**src/rtl/rf_pkg.sv**
```systemverilog
// Shared constants and types for the register-file write-port arbiter.
// Optional feature macro used by the arbiter: RF_WB_BYPASS_EN.
package rf_pkg;

    localparam int XLEN = 32;
    localparam int AW   = 5;
    localparam int NREG = 1 << AW;

    typedef logic [AW-1:0]   reg_idx_t;
    typedef logic [XLEN-1:0] xword_t;

    // Width of the starvation counter; it saturates at all-ones.
    localparam int SCW = 4;

    function automatic logic [SCW-1:0] sat_inc(input logic [SCW-1:0] v);
        if (v == {SCW{1'b1}}) begin
            return v;
        end
        return v + 1'b1;
    endfunction

endpackage

```
**src/rtl/rf_scoreboard.sv**
```systemverilog
// Pending-destination scoreboard: one bit per architectural register,
// set when a multi-cycle op issues, cleared when its result is written.
module rf_scoreboard #(
    parameter int AW   = 5,
    parameter int NREG = 32
) (
    input  logic            clk,
    input  logic            rst_n,
    input  logic            set_en,
    input  logic [AW-1:0]   set_idx,
    input  logic            clr_en,
    input  logic [AW-1:0]   clr_idx,
    input  logic [AW-1:0]   rs1,
    input  logic [AW-1:0]   rs2,
    input  logic [AW-1:0]   rd,
    output logic            hazard,
    output logic [NREG-1:0] pending
);

    logic [NREG-1:0] pending_reg;
    logic [NREG-1:0] pending_next;

    // x0 never becomes pending; for the others a set wins over a same-cycle clear
    assign pending_next[0] = 1'b0;
    for (genvar gi = 1; gi < NREG; gi++) begin : g_bit
        assign pending_next[gi] = (set_en && set_idx == AW'(gi)) ? 1'b1 :
                                  (clr_en && clr_idx == AW'(gi)) ? 1'b0 :
                                  pending_reg[gi];
    end

    // Scoreboard state register
    always_ff @(posedge clk or negedge rst_n) begin
        if (!rst_n) begin
            pending_reg <= '0;
        end else begin
            pending_reg <= pending_next;
        end
    end

    assign pending = pending_reg;
    assign hazard  = pending_reg[rs1] | pending_reg[rs2] | pending_reg[rd];

endmodule

```
**src/rtl/rf_wb_arbiter.sv**
```systemverilog
// Register-file write-port arbiter: pipeline WB has fixed priority, the
// multi-cycle unit's result waits in a 1-entry holding register, and a
// starvation counter requests a WB bubble when that result waits too long.
// Optional macro RF_WB_BYPASS_EN: an accepted result that meets an idle
// write port is written in the same cycle instead of being parked.
module rf_wb_arbiter #(
    parameter int XLEN       = rf_pkg::XLEN,
    parameter int AW         = rf_pkg::AW,
    parameter int NREG       = rf_pkg::NREG,
    parameter int STARVE_MAX = 3
) (
    input  logic            clk,
    input  logic            rst_n,
    input  logic            pipe_we,
    input  logic [AW-1:0]   pipe_rd,
    input  logic [XLEN-1:0] pipe_wd,
    input  logic            mc_issue,
    input  logic [AW-1:0]   mc_issue_rd,
    input  logic            mc_valid,
    input  logic [AW-1:0]   mc_rd,
    input  logic [XLEN-1:0] mc_wd,
    output logic            mc_ready,
    output logic            rf_regwrite,
    output logic [AW-1:0]   rf_rd,
    output logic [XLEN-1:0] rf_wd,
    output logic            pipe_stall,
    input  logic [AW-1:0]   chk_rs1,
    input  logic [AW-1:0]   chk_rs2,
    input  logic [AW-1:0]   chk_rd,
    output logic            hazard,
    output logic [NREG-1:0] pending
);

    import rf_pkg::*;

    logic            hold_valid_reg;
    logic [AW-1:0]   hold_rd_reg;
    logic [XLEN-1:0] hold_wd_reg;
    logic [SCW-1:0]  starve_cnt_reg;
    logic [SCW-1:0]  starve_cnt_next;
    logic            pipe_stall_reg;
    logic            pipe_stall_next;

    logic pipe_win;
    logic accept;
    logic bypass;
    logic drain;
    logic load;

    // Writes to x0 are meaningless, so they never claim the port
    assign pipe_win = pipe_we && (pipe_rd != '0);
    assign mc_ready = !hold_valid_reg;
    assign accept   = mc_valid && mc_ready;
    assign drain    = hold_valid_reg && !pipe_win;

`ifdef RF_WB_BYPASS_EN
    // accept already implies the holding register is empty
    assign bypass = accept && !pipe_win && (mc_rd != '0);
`else
    assign bypass = 1'b0;
`endif

    // Results for x0 are consumed without occupying the holding register
    assign load = accept && (mc_rd != '0) && !bypass;

    // Write-port mux: pipeline first, then parked result, then bypass
    always_comb begin
        rf_regwrite = 1'b0;
        rf_rd       = '0;
        rf_wd       = '0;
        if (pipe_win) begin
            rf_regwrite = 1'b1;
            rf_rd       = pipe_rd;
            rf_wd       = pipe_wd;
        end else if (hold_valid_reg) begin
            rf_regwrite = 1'b1;
            rf_rd       = hold_rd_reg;
            rf_wd       = hold_wd_reg;
        end else if (bypass) begin
            rf_regwrite = 1'b1;
            rf_rd       = mc_rd;
            rf_wd       = mc_wd;
        end
    end

    // Holding register: drains when it wins the port, loads when empty
    always_ff @(posedge clk or negedge rst_n) begin
        if (!rst_n) begin
            hold_valid_reg <= 1'b0;
            hold_rd_reg    <= '0;
            hold_wd_reg    <= '0;
        end else if (drain) begin
            hold_valid_reg <= 1'b0;
        end else if (load) begin
            hold_valid_reg <= 1'b1;
            hold_rd_reg    <= mc_rd;
            hold_wd_reg    <= mc_wd;
        end
    end

    // Starvation count of cycles the parked result lost to the pipeline
    always_comb begin
        starve_cnt_next = starve_cnt_reg;
        if (drain) begin
            starve_cnt_next = '0;
        end else if (hold_valid_reg && pipe_win) begin
            starve_cnt_next = sat_inc(starve_cnt_reg);
        end
        pipe_stall_next = (starve_cnt_next >= SCW'(STARVE_MAX));
    end

    // Starvation counter and registered bubble request
    always_ff @(posedge clk or negedge rst_n) begin
        if (!rst_n) begin
            starve_cnt_reg <= '0;
            pipe_stall_reg <= 1'b0;
        end else begin
            starve_cnt_reg <= starve_cnt_next;
            pipe_stall_reg <= pipe_stall_next;
        end
    end

    assign pipe_stall = pipe_stall_reg;

    rf_scoreboard #(
        .AW   (AW),
        .NREG (NREG)
    ) u_scoreboard (
        .clk     (clk),
        .rst_n   (rst_n),
        .set_en  (mc_issue && (mc_issue_rd != '0)),
        .set_idx (mc_issue_rd),
        .clr_en  (drain || bypass),
        .clr_idx (rf_rd),
        .rs1     (chk_rs1),
        .rs2     (chk_rs2),
        .rd      (chk_rd),
        .hazard  (hazard),
        .pending (pending)
    );

endmodule

```
**config.mk**
```make
export PLATFORM = sky130hd
export DESIGN_NAME = rf_wb_arbiter
export DESIGN_NICKNAME = d
export VERILOG_FILES = /design/src/rtl/rf_pkg.sv /design/src/rtl/rf_scoreboard.sv /design/src/rtl/rf_wb_arbiter.sv
export SDC_FILE = /design/constraint.sdc
export NUM_CORES = 1
export LEC_CHECK = 0
export BUFFER_PORTS_ARGS = -buffer_cell sky130_fd_sc_hd__buf_2
export CAP_MARGIN = 30
export CORE_ASPECT_RATIO = 1.2
export CORE_UTILIZATION = 51
export CTS_BUF_LIST = sky130_fd_sc_hd__clkbuf_2 sky130_fd_sc_hd__clkbuf_4 sky130_fd_sc_hd__clkbuf_8
export CTS_CLUSTER_DIAMETER = 30
export DETAILED_ROUTE_END_ITERATION = 10
export PLACE_DENSITY = 0.94
export SYNTH_ARGS = -nofsm -noshare
export SYNTH_HDL_FRONTEND = slang
export SYNTH_SLANG_ARGS = --single-unit
```
**constraint.sdc**
```tcl
create_clock -name clk -period 1.8 [get_ports clk]
set_input_delay 0.09 -clock clk [delete_from_list [all_inputs] [get_ports clk]]
set_output_delay 0.09 -clock clk [all_outputs]
set_load 0.01 [all_outputs]
```
==> results.cfg <==
[synth]
yosys.area.top_type_share_pct = 41.0
synth_compound_area_share_pct = 14.9
ys_top_cells_by_area = dfrtp_1, mux2_2, mux4_2, nand2_1, o21ai_0
synth.distinct_cells = 55
synth_top_family_by_area = simple AND/OR/NAND/NOR gates
synth_seq_area_share_pct = 41.0
synth_flop_cell = dfrtp_1
synth_adder_area_share_pct = 0.277
synth.area.mux_share_pct = 19.6
yosysWarnings = 0
syn_nets = 577
synth_area_leader_cell = dfrtp_1
syn_area_per_cell_sq_um = 9.46
synth_cells = 477
synth_seq_cells = 74
synth_edf_count = 0
synth_xor_area_share_pct = 0
async_flop_share_pct = 100
yosys.area_share.simple_pct = 20.4
synth_area_sq_mm = 0.00451

[final_layout]
antenna_cells = 0
largest_reg_flops = 32
nets = 796
stdcell_area_sq_mm = 0.00632
utilization_pct = 73.8
fillCellCount = 552
stdcell_count = 818
area_growth_pct = 40.1
final_layout_size_suffix_gt1_share_pct = 41.8

[route]
wl_per_cell_um = 19.6
drc = 0
first_pass_iters = 5
num_vias = 5086
ant_nets = 0
viasPerCell = 6.22
routed_wl_um = 16000
drt-initial-drc-count = 429

[sta]
timing.hold.ws_ns = 0.0348
setup_viol = 6
finalSetupTns_ns = -0.386
hold_viol = 0
period_minus_slack_ns = 2.17
setup_ws_ns = -0.370
post-route-period-util_pct = 121
rsz0062_at_grt = true
maxSlewViolCount = 0
fmax_mhz = 461
clock_skew_ns = 0.00675

[placement]
globalplace.congestion = 0.918
place.detailed.hpwl_um = 10700
io_buffer_count = 170
dp_cells = 755
place_area_sq_mm = 0.00559
pre_cts_slack_ns = -0.00992

[clock_network]
cts-htree-levels = 3
clk_pin_slew_ns = 0.08
cts-root-buf = clkbuf_8
cts_tree = yes
cts_inserted_buffers = 9
clock_path_buffers = 2
clk_latency_ns = 0.35
cts.sinks = 74

[power]
p_leak_nw = 3.00
p_per_area_mw_per_mm2 = 1050
max-vdd-ir-drop_v = 0.000762
power_mw = 6.65

[setup_path]
worstSetupPathType = flip-flop to output pin
cp-start-kind = flip-flop
end_kind = output pin
path_max_fanout = 5
cp.required_ns = 1.71
arrival_ns = 2.08

[grt]
antenna_found_initial = 0
grt_pass1_vias = 5217
track_usage_pct = 35.5
grt_max_degree = 75
gr-total-overflow = 0
grt_pass1_wl_um = 25000

[floorplanning]
start_util_pct = 52.7
num_rows = 37
die_y_um = 105
dieArea_sq_mm = 0.00923
fp.dieW_um = 87.9
fp.coreArea_sq_mm = 0.00856
boundaryPins = 172

[hold_path]
min_path_type = primary input to flip-flop

[job]
drv_cap = 0

[outcome]
status = finished, violations left
violations = negative setup slack
==> cell families (layout without fill, tap and decap cells) <==
| logic type | count (synthesis) | in the layout |
|---|---|---|
| adder cells (fa/ha/maj) | 1 | 1 |
| AND/OR/NAND/NOR | 191 | 191 |
| buffers and inverters | 39 | 263 |
| AO/OA/AOI/OAI | 109 | 109 |
| flip-flops | 74 | 74 |
| multiplexers | 62 | 62 |
| other | 1 | 1 |
==> Yosys cell counts, types with 3 or more instances <==
| cell type | instances |
|---|---|
| o21ai_0 | 59 |
| dfrtp_1 | 74 |
| nand4b_1 | 3 |
| a21oi_1 | 7 |
| mux2i_1 | 6 |
| o21ai_1 | 9 |
| mux4_2 | 17 |
| nor2b_1 | 5 |
| buf_1 | 9 |
| clkbuf_1 | 10 |
| inv_1 | 6 |
| o2111ai_1 | 3 |
| nand2_1 | 95 |
| buf_2 | 11 |
| or2_2 | 3 |
| nor2_1 | 10 |
| nand3b_1 | 7 |
| o31ai_1 | 4 |
| nand3_1 | 46 |
| and3b_1 | 3 |
| buf_4 | 3 |
| mux2_2 | 39 |
| nand4_1 | 3 |
==> report_power, final <==
part	switching [mW]	leakage (nW)	internal [mW]
combinational	1.22	2.00	1.23
clock	0.627	0.129	0.992
sequential	0.462	0.875	2.12
==> path summary, 6_finish.rpt <==
path                                               start                       end  slack (ns)  depth (start not counted)
worst max-delay path            u_scoreboard.pending[14]                    hazard       -0.37                          6
worst min-delay path                      mc_issue_rd[4]  u_scoreboard.pending[12]        0.03                          2
worst max register to register         starve_cnt_reg[1]                pipe_stall        0.09                          5
worst min register to register            hold_wd_reg[2]            hold_wd_reg[2]        0.51                          1
max in group asynchronous                          rst_n            hold_rd_reg[1]        1.16                          3
min in group asynchronous                          rst_n           hold_wd_reg[30]        0.31                          3
==> placed cells by master (no fill, tap or decap), types with 3 or more instances in the layout <==
master / count
nor2b_1: 5
nand3b_1: 7
or2_2: 3
o21ai_1: 8
buf_2: 170
and3b_1: 3
nor2_1: 10
nand4_1: 3
o21ai_0: 59
nand4b_1: 3
dlygate4sd3_1: 38
o31ai_1: 4
inv_1: 6
mux2_2: 39
mux2i_1: 5
a21oi_1: 6
buf_4: 31
clkbuf_8: 11
nand2_1: 95
bufinv_16: 3
dfrtp_2: 3
dfrtp_1: 71
nand3_1: 46
mux4_2: 17
==> layout make-up <==
class	count	area [sq um]	share of cell area (%)
tap	117	146	2.32
multi-input combinational	364	2540	40.2
clock inverter	5	100	1.58
timing repair buffer	241	1500	23.8
clock buffer	11	151	2.40
sequential	74	1860	29.4
inverter	6	22.5	0.356
==> critical path, stage by stage (launching register included) <==
cell and delay, ns:
dfrtp_1 0.43, mux4_2 0.48, mux2i_2 0.19, o32a_1 0.18, o2111a_1 0.20, nand3_1 0.08, buf_2 0.15
==> routing by layer <==
layer  vias to the layer above  track usage (%)  routed length (um)
met1                      2443             41.0                5620
li1                       2194                -                   -
met5                         -                0                   0
met3                        71             8.45                1590
met4                         0             19.4                 682
met2                       378             59.4                8140
==> repair_timing <==
item	in CTS	in global routing
endpoints found under the hold margin	111	0
setup endpoints to repair	1	12
pin swaps	0	1
hold buffers	38	0
setup buffers	2	7
resized for setup	1	7
Note: power is estimated with default switching activity, not from simulation.
